[config.mk]
export PLATFORM = sky130hd
export DESIGN_NAME = sensor_timing_gen_flat
export DESIGN_NICKNAME = d
export VERILOG_FILES = /design/src/rtl/sensor_timing_gen_if.sv /design/src/rtl/sensor_timing_gen.sv /design/src/flat_wrapper.sv
export SDC_FILE = /design/constraint.sdc
export NUM_CORES = 1
export LEC_CHECK = 0
export CAP_MARGIN = 20
export CORE_MARGIN = 2
export CORE_UTILIZATION = 45
export CTS_BUF_LIST = sky130_fd_sc_hd__clkbuf_16
export CTS_CLUSTER_DIAMETER = 30
export DETAILED_ROUTE_END_ITERATION = 6
export PLACE_DENSITY = 0.84
export SETUP_SLACK_MARGIN = 0.1
export SYNTH_ARGS = -nofsm -noshare
export SYNTH_HDL_FRONTEND = slang
export SYNTH_SLANG_ARGS = --single-unit
[constraint.sdc]
create_clock -name HCLK -period 2.4 [get_ports HCLK]
set_input_delay 0.6 -clock HCLK [delete_from_list [all_inputs] [get_ports HCLK]]
set_output_delay 0.6 -clock HCLK [all_outputs]
set_load 0.005 [all_outputs]
[src/rtl/sensor_timing_gen_if.sv]
// ============================================================================
// Module  : sensor_timing_gen_if
// Brief   : FSM next-state input plus timing/strobe/address outputs of the
//           sensor timing datapath.
// Revision: 1.0 - initial release
// ============================================================================
`default_nettype none

interface sensor_timing_gen_if #(
  parameter int CNT_W = 32
);
  logic [1:0]       nstate;
  logic [CNT_W-1:0] ctrl_vsync_cnt;
  logic [CNT_W-1:0] ctrl_hsync_cnt;
  logic [CNT_W-1:0] col;
  logic [CNT_W-1:0] row;
  logic             ctrl_done;
  logic             VSYNC;
  logic             HSYNC;
  logic             data_en;
  logic [CNT_W-1:0] pix_addr_even;
  logic [CNT_W-1:0] pix_addr_odd;
  logic [15:0]      frame_cnt;
  logic             timing_err;

  modport master (
    output nstate,
    input  ctrl_vsync_cnt, ctrl_hsync_cnt, col, row, ctrl_done,
    input  VSYNC, HSYNC, data_en, pix_addr_even, pix_addr_odd,
    input  frame_cnt, timing_err
  );

  modport slave (
    input  nstate,
    output ctrl_vsync_cnt, ctrl_hsync_cnt, col, row, ctrl_done,
    output VSYNC, HSYNC, data_en, pix_addr_even, pix_addr_odd,
    output frame_cnt, timing_err
  );
endinterface

`default_nettype wire

[src/rtl/sensor_timing_gen.sv]
// ============================================================================
// Module  : sensor_timing_gen
// Brief   : Frame timing counters, sync strobes and 2-pixel/clock addresses
//           driven by the frame FSM next state. Optional protocol checker
//           enabled by defining SENSOR_TIMING_CHECK_EN.
// Revision: 1.0 - initial release
// ============================================================================
`default_nettype none

module sensor_timing_gen #(
  parameter int WIDTH  = 240,
  parameter int HEIGHT = 240,
  parameter int CNT_W  = 32
) (
  input  wire logic HCLK,
  input  wire logic HRESETn,
  sensor_timing_gen_if.slave bus
);

  typedef enum logic [1:0] {
    ST_IDLE  = 2'b00,
    ST_VSYNC = 2'b01,
    ST_HSYNC = 2'b10,
    ST_DATA  = 2'b11
  } state_t;

  localparam logic [CNT_W-1:0] c_ONE      = CNT_W'(1);
  localparam logic [CNT_W-1:0] c_TWO      = CNT_W'(2);
  localparam logic [CNT_W-1:0] c_LAST_ROW = CNT_W'(HEIGHT - 1);
  localparam logic [CNT_W-1:0] c_LAST_COL = CNT_W'(WIDTH - 2);

  state_t           r_st;
  state_t           w_ns;
  logic             r_vs, r_hs, r_de;
  logic [CNT_W-1:0] r_vcnt, r_hcnt, r_col, r_row, r_addr, r_odd;
  logic [CNT_W-1:0] w_vcnt_nxt, w_hcnt_nxt, w_col_nxt, w_row_nxt, w_addr_nxt;
  logic [15:0]      r_fc;
  logic             w_frame_clr;
  logic             w_done;

  assign w_ns = state_t'(bus.nstate);

  always_comb begin
    w_vcnt_nxt  = '0;
    w_hcnt_nxt  = '0;
    w_col_nxt   = '0;
    w_row_nxt   = r_row;
    w_addr_nxt  = r_addr;
    w_frame_clr = (w_ns == ST_IDLE) || (w_ns == ST_VSYNC);
    if (w_ns == ST_VSYNC) w_vcnt_nxt = r_vcnt + c_ONE;
    if (w_ns == ST_HSYNC) w_hcnt_nxt = r_hcnt + c_ONE;
    if ((w_ns == ST_DATA) && (r_st == ST_DATA)) w_col_nxt = r_col + c_TWO;
    // The address advances per beat, so it tracks row*WIDTH+col without a multiply.
    if (w_frame_clr) begin
      w_row_nxt  = '0;
      w_addr_nxt = '0;
    end else if (r_st == ST_DATA) begin
      w_addr_nxt = r_addr + c_TWO;
      if (w_ns == ST_HSYNC) w_row_nxt = r_row + c_ONE;
    end
  end

  assign w_done = (r_st == ST_DATA) && (r_row == c_LAST_ROW) && (r_col == c_LAST_COL);

  always_ff @(posedge HCLK or negedge HRESETn) begin
    if (!HRESETn) begin
      r_st   <= ST_IDLE;
      r_vs   <= 1'b0;
      r_hs   <= 1'b0;
      r_de   <= 1'b0;
      r_vcnt <= '0;
      r_hcnt <= '0;
      r_col  <= '0;
      r_row  <= '0;
      r_addr <= '0;
      r_odd  <= '0;
      r_fc   <= '0;
    end else begin
      r_st   <= w_ns;
      r_vs   <= (w_ns == ST_VSYNC);
      r_hs   <= (w_ns == ST_HSYNC);
      r_de   <= (w_ns == ST_DATA);
      r_vcnt <= w_vcnt_nxt;
      r_hcnt <= w_hcnt_nxt;
      r_col  <= w_col_nxt;
      r_row  <= w_row_nxt;
      r_addr <= w_addr_nxt;
      r_odd  <= w_addr_nxt + c_ONE;
      r_fc   <= r_fc + {15'd0, w_done};
    end
  end

`ifdef SENSOR_TIMING_CHECK_EN
  logic r_err;
  logic w_bad;

  always_comb begin
    w_bad = 1'b0;
    case (r_st)
      ST_IDLE:  w_bad = (w_ns == ST_HSYNC) || (w_ns == ST_DATA);
      ST_VSYNC: w_bad = (w_ns == ST_IDLE)  || (w_ns == ST_DATA);
      ST_HSYNC: w_bad = (w_ns == ST_IDLE)  || (w_ns == ST_VSYNC);
      ST_DATA:  w_bad = (w_ns == ST_VSYNC);
      default:  w_bad = 1'b0;
    endcase
    // Flag the overrunning beat itself rather than one cycle later.
    if ((w_ns == ST_DATA) && (w_col_nxt > c_LAST_COL)) w_bad = 1'b1;
  end

  always_ff @(posedge HCLK or negedge HRESETn) begin
    if (!HRESETn) r_err <= 1'b0;
    else          r_err <= r_err | w_bad;
  end

  assign bus.timing_err = r_err;
`else
  assign bus.timing_err = 1'b0;
`endif

  assign bus.ctrl_vsync_cnt = r_vcnt;
  assign bus.ctrl_hsync_cnt = r_hcnt;
  assign bus.col            = r_col;
  assign bus.row            = r_row;
  assign bus.ctrl_done      = w_done;
  assign bus.VSYNC          = r_vs;
  assign bus.HSYNC          = r_hs;
  assign bus.data_en        = r_de;
  assign bus.pix_addr_even  = r_addr;
  assign bus.pix_addr_odd   = r_odd;
  assign bus.frame_cnt      = r_fc;

endmodule

`default_nettype wire

[src/flat_wrapper.sv]
// flat-port wrapper written by rule: the top's interface ports become plain ports
module sensor_timing_gen_flat 
#(
  parameter int WIDTH  = 240,
  parameter int HEIGHT = 240,
  parameter int CNT_W  = 32
)
  (HCLK, HRESETn, bus_nstate, bus_ctrl_vsync_cnt, bus_ctrl_hsync_cnt, bus_col, bus_row, bus_ctrl_done, bus_VSYNC, bus_HSYNC, bus_data_en, bus_pix_addr_even, bus_pix_addr_odd, bus_frame_cnt, bus_timing_err);
  sensor_timing_gen_if #(.CNT_W(CNT_W)) bus_i ();
  input  wire logic HCLK;
  input  wire logic HRESETn;
  input wire logic [$bits(bus_i.nstate)-1:0] bus_nstate;
  output wire logic [$bits(bus_i.ctrl_vsync_cnt)-1:0] bus_ctrl_vsync_cnt;
  output wire logic [$bits(bus_i.ctrl_hsync_cnt)-1:0] bus_ctrl_hsync_cnt;
  output wire logic [$bits(bus_i.col)-1:0] bus_col;
  output wire logic [$bits(bus_i.row)-1:0] bus_row;
  output wire logic [$bits(bus_i.ctrl_done)-1:0] bus_ctrl_done;
  output wire logic [$bits(bus_i.VSYNC)-1:0] bus_VSYNC;
  output wire logic [$bits(bus_i.HSYNC)-1:0] bus_HSYNC;
  output wire logic [$bits(bus_i.data_en)-1:0] bus_data_en;
  output wire logic [$bits(bus_i.pix_addr_even)-1:0] bus_pix_addr_even;
  output wire logic [$bits(bus_i.pix_addr_odd)-1:0] bus_pix_addr_odd;
  output wire logic [$bits(bus_i.frame_cnt)-1:0] bus_frame_cnt;
  output wire logic [$bits(bus_i.timing_err)-1:0] bus_timing_err;
  assign bus_i.nstate = bus_nstate;
  assign bus_ctrl_vsync_cnt = bus_i.ctrl_vsync_cnt;
  assign bus_ctrl_hsync_cnt = bus_i.ctrl_hsync_cnt;
  assign bus_col = bus_i.col;
  assign bus_row = bus_i.row;
  assign bus_ctrl_done = bus_i.ctrl_done;
  assign bus_VSYNC = bus_i.VSYNC;
  assign bus_HSYNC = bus_i.HSYNC;
  assign bus_data_en = bus_i.data_en;
  assign bus_pix_addr_even = bus_i.pix_addr_even;
  assign bus_pix_addr_odd = bus_i.pix_addr_odd;
  assign bus_frame_cnt = bus_i.frame_cnt;
  assign bus_timing_err = bus_i.timing_err;
  sensor_timing_gen #(.WIDTH(WIDTH), .HEIGHT(HEIGHT), .CNT_W(CNT_W)) u_core (.HCLK(HCLK), .HRESETn(HRESETn), .bus(bus_i));
endmodule
---- Word level (Yosys, flattened, before mapping) ----
Index checks and enable logic that the tools add are counted.
operators by class
  add/subtract/negate cells ............... 7
  equality and inequality tests ........... 6
  multiplexer cells ....................... 8
  reduce and logical (&&, ||, !) cells .... 8
operator list
  operator                 number
  $mux W32                 8
  $add A32 B1 Y32 const B  4
  $add A32 B2 Y32 const B  2
  $eq A32 B8 Y1 const B    2
  $add A16 B1 Y16          1
  $eq A2 B2 Y1 const B     3
  $reduce_bool A2 Y1       2
  $logic_and A1 B1 Y1      3
  $eq A2 B1 Y1 const B     1
  $logic_not A2 Y1         1
  $reduce_and A2 Y1        1
  $logic_or A1 B1 Y1       1
word-level totals
  register bits after elaboration ......... 213
  bits of input ports ..................... 4
  output and inout bits ................... 213
  logic and storage cells ................. 40

---- Logic depth before layout (Yosys ltp) ----
  word-level depth ........................ 4
  depth in mapped cells ................... 13
  gate-level depth less buffers ........... 11

---- Least setup slack after synthesis ----
Ideal clock, no wire load.
  path kind ............................... input -> register
  from .................................... in bus_nstate[1]
  to ...................................... reg u_core.r_odd[30] (netlist: u_core.bus.pix_addr_odd[30])
  library setup time ...................... 0.124 ns
  arrival time ............................ 3.193 ns
  data required time ...................... 2.276 ns
  setup slack ............................. -0.918 ns
  stages .................................. 13
  path buffers ............................ 5
  cell sequence ........................... buf_2 buf_2 inv_2 clkbuf_1 clkbuf_1 buf_1 nor2_1 ha_1 nand3_1 nor4_1 and4bb_2 nand4b_1 xnor2_1
between the ends
  longest elaborated chain between the ends .. 4
  elaborated cells between the ends (all ways) .. 5
  classes of those cells .................. add/sub (1); eq/ne (1); mux (1); reduce/logical (2)
ends and longest elaborated chain
  what                                              line                     text
  from (decl)                                       flat_wrapper.sv:12       input wire logic [$bits(bus_i.nstate)-1:0] bus_nstate;
  $eq A2 B1 Y1 or $logic_not A2 Y1 (tied branches)  sensor_timing_gen.sv:49  w_frame_clr = (w_ns == ST_IDLE) || (w_ns == ST_VSYNC);
  $logic_or A1 B1 Y1 (*)                            sensor_timing_gen.sv:49
  $mux W32 (*)                                      sensor_timing_gen.sv:54  if (w_frame_clr) begin
  via u_core.w_addr_nxt[1]                          sensor_timing_gen.sv:36  logic [CNT_W-1:0] w_vcnt_nxt, w_hcnt_nxt, w_col_nxt, w_row_nxt, w_addr_nxt;
  $add A32 B1 Y32 (*)                               sensor_timing_gen.sv:88  r_odd <= w_addr_nxt + c_ONE;
  to (signal assigned)                              sensor_timing_gen.sv:88
  to (decl)                                         sensor_timing_gen.sv:35  logic [CNT_W-1:0] r_vcnt, r_hcnt, r_col, r_row, r_addr, r_odd;
The timed path passes the listed nets; every way through them passes the cells marked *.
A chain may end at the register's enable or synchronous reset.

---- Worst setup path after layout ----
  from .................................... reg u_core.r_addr[8] (netlist: u_core.bus.pix_addr_even[8])
  to ...................................... reg u_core.r_odd[28] (netlist: u_core.bus.pix_addr_odd[28])
between the ends
  longest elaborated chain between the ends .. 4
ends and longest elaborated chain
  what                    line                     text
  from (decl)             sensor_timing_gen.sv:35
  from (signal assigned)  sensor_timing_gen.sv:87  r_addr <= w_addr_nxt;
  $add A32 B2 Y32         sensor_timing_gen.sv:58  w_addr_nxt = r_addr + c_TWO;
  $mux W32 (*)            sensor_timing_gen.sv:57  end else if (r_st == ST_DATA) begin
  $mux W32 (*)            sensor_timing_gen.sv:54
  $add A32 B1 Y32 (*)     sensor_timing_gen.sv:88
Mark *: on every way between the ends. The rest lies on a longest branch, timed or not.

==> results.cfg <==
[setup_path]
crit_chain = nand4_4 > or4_4 > buf_8 > nor4_2 > o21ai_4 > nor4_4 > nand4_1 > xnor2_1
cp_max_fo = 6
worst_ep_arrival_time_ps = 3440
worst_setup_path_end_kind = flop
path_class = flop to flop
start_kind = flop
slowest_delay_ps = 570
crit_required_ps = 2810
crit_slowest_cell = or4_4

[floorplan]
core-area_sq_um = 22500
die_x_um = 155
initial_core_util_pct = 45.7
die_y_um = 155
dieArea_sq_um = 24100
fp-row-count = 55
ioPinCount = 217

[global_route]
antenna_found_initial = 1
use_met2_pct = 46.8
grt-ovfl-total = 0
met1_usage_pct = 33.1
track_usage_pct = 28.0
grt_pass1_vias = 10500
grt_use_met3_pct = 5.52
grt_max_degree = 56
busiest_layer = met2
grt_first_pass_wirelength_mm = 54.2

[synthesis]
synth_flop_cell = dfrtp_1
synth.distinct_cells = 61
ys_ff_latch = 212
syn-instance-count = 1030
synth_edf_count = 0
avgSynthCellArea_sq_um = 9.98
syn_area_sq_um = 10300
yosys_warnings = 0
async_flop_share_pct = 100
ys_seq_area_share_pct = 51.6

[placed_design]
port_buffers = 214
preCtsSetupSlack_ps = -509
placed_cells = 1667
dp_hpwl_mm = 21.3
gp_congestion = 0.893

[timing]
fin_ws_ps = -629
rsz0062_at_grt = yes
hold_viol_final = 0
finalCritPeriodShare_pct = 126
period_needed_ps = 3030
slew_headroom_pct = 57.0
worst_slew_pin_slew_ps = 639
drv_slew = 0
setup_viol = 36
fmax_mhz = 330
setup-tns-final_ps = -9980
finalClockSkew_ps = 27.7

[cts]
cts_root_buffer = clkbuf_16
holdBufCountCts = 0
clock_path_buffers = 3
cts_made_buffers = 45
cts_tree = built
clk_latency_ps = 540
clk_pin_slew_ps = 50
htree_levels = 2
cts_sinks = 212

[cells_and_area]
syn_to_final_growth_pct = 65.1
utilization_pct = 75.4
layout.cells.non_filler = 1791
nFillCells = 1256
fin_nets = 1482
drive_above_1_share_pct = 28.5

[run_status]
status = finished with violations
violations = DRC, setup timing

[drt]
drt_iter0_markers = 871
drt_pass1_iterations = 7
drc = 5
routedWlPerCell_um = 21.1
final_antenna_net_count = 0
vias_per_cell = 5.79
num_vias = 10400
routed_wl_mm = 37.7

[hold_path]
hold_path.class = primary input to asynchronous set/reset pin

[power_and_ir_drop]
power_density_nw_per_um2 = 628
leakagePower_nw = 7.49
peakVddDrop_mv = 0.585
fin_total_pwr_w = 0.0107

[flow_run]
cap_violations = 0
-- stage by stage --
stage               hold WS (ps)  area [sq um]
finish                      7.92         17000
global route                29.0         17000
CTS                         9.49         16400
detailed placement           461         14100
global placement             458         14100
floorplan                    304         10500
-- synthesized netlist by cell type, types with 4 or more instances --
library cell | instances | area, sq um
o21a_1 | 5 | 37.5
or3_1 | 12 | 75.1
o21ai_0 | 16 | 80.1
nand4_1 | 41 | 257
nor4_1 | 26 | 163
nor2_1 | 155 | 582
and2_1 | 18 | 113
mux2i_1 | 4 | 40.0
xnor2_1 | 78 | 683
xor2_1 | 92 | 806
inv_1 | 21 | 78.8
nand3_1 | 73 | 365
buf_1 | 4 | 15.0
or4_1 | 6 | 45.0
buf_2 | 9 | 45.0
nand2b_1 | 8 | 50.1
clkbuf_1 | 18 | 67.6
dfrtp_1 | 212 | 5310
ha_1 | 8 | 100
nor3_1 | 22 | 110
and4_1 | 14 | 123
nand4b_1 | 4 | 35.0
or2_2 | 4 | 25.0
buf_4 | 6 | 45.0
nand2_1 | 86 | 323
and3_1 | 24 | 150
a21oi_1 | 15 | 75.1
-- area by class of cell --
cell class,count,area (sq um),area share (%)
flip-flops and latches,212,5310,31.3
well taps,285,357,2.10
repair buffers,430,3970,23.4
inverters,22,90.1,0.531
clock buffers,47,1180,6.93
diodes,2,5.00,0.0295
multi-input cells,759,5600,33.0
clock inverters,34,467,2.75
-- logic make-up (layout without fill, tap and decap cells) --
kind of cell / Yosys count / after routing / share of synthesized area (%)
AOI/OAI and AO/OA: 60 / 60 / 4.03
xor gates and xnor gates: 170 / 170 / 14.5
adders and majority gates: 8 / 8 / 0.974
buffers and inverters: 60 / 533 / 2.59
DFF: 212 / 212 / 51.6
muxes: 4 / 4 / 0.390
other: 1 / 4 / 0.0365
and+or+nand+nor: 515 / 515 / 25.9
-- repair_timing --
item,in CTS,in global routing
resized for setup,106,90
buffers inserted,21,24
gates cloned,2,0
endpoints found under the setup margin,48,69
pin swaps,51,47
-- cells in the final DEF (no fill, tap or decap), types with 8 or more instances in the layout --
cell	Yosys	layout
clkbuf_16	0	47
nand4_1	41	41
nand3_1	73	62
dfrtp_1	212	209
nor2_4	0	9
xor2_1	92	88
nand2_2	0	8
buf_4	6	175
nor4_4	0	10
inv_1	21	20
nor3_4	0	8
o21ai_0	16	13
xnor2_1	78	67
bufinv_16	0	11
clkinv_1	0	8
a21oi_1	15	13
nor2_1	155	142
nand2_1	86	73
nor4_1	26	14
clkdlybuf4s50_1	0	209
and3_1	24	22
and4_1	14	13
and2_1	18	16
xnor2_2	0	10
or3_1	12	11
nor3_1	22	8
buf_6	1	32
-- power breakdown --
group          switching [W]  internal [W]  leakage (nW)
registers          0.0000110       0.00360          2.94
clock network        0.00204       0.00472         0.796
logic               0.000186      0.000102          3.75
-- flip-flops by register name (all words and copies together), names as in the netlist --
register and cells:
u_core.bus.VSYNC 1, u_core.bus.ctrl_vsync_cnt 32, u_core.bus.HSYNC 1, u_core.bus.col 31, u_core.bus.data_en 1, u_core.bus.frame_cnt 16
u_core.bus.pix_addr_odd 32, u_core.bus.row 32, u_core.bus.pix_addr_even 32, u_core.r_st 2, u_core.bus.ctrl_hsync_cnt 32
-- critical path, delay by kind of cell (launching register included) --
family,cells,cell delay [ps]
and+or+nand+nor,5,1830
DFF,1,490
xor gates and xnor gates,1,240
AOI/OAI and AO/OA,1,180
buffers and inverters,1,170
-- worst paths after layout --
| path | from | depth (start not counted) | slack, ps | endpoint |
|---|---|---|---|---|
| worst max-delay path | u_core.bus.pix_addr_even[8] | 8 | -630 | u_core.bus.pix_addr_odd[28] |
| worst min register to register | u_core.bus.frame_cnt[15] | 1 | 460 | u_core.bus.frame_cnt[15] |
| min in group HCLK | u_core.bus.frame_cnt[15] | 1 | 460 | u_core.bus.frame_cnt[15] |
| worst min-delay path | HRESETn | 1 | 8 | u_core.bus.col[23] |
| worst max register to register | u_core.bus.pix_addr_even[8] | 8 | -630 | u_core.bus.pix_addr_odd[28] |
| max in group asynchronous | HRESETn | 2 | 1700 | u_core.bus.frame_cnt[14] |
-- per-layer routing --
layer / wire [um] / share of wire (%)
met1: 14000 / 37
met2: 18400 / 49
met3: 2630 / 7.0
met4: 2740 / 7.3
met5: 0 / 0
Power figures use the tool's default switching activity.
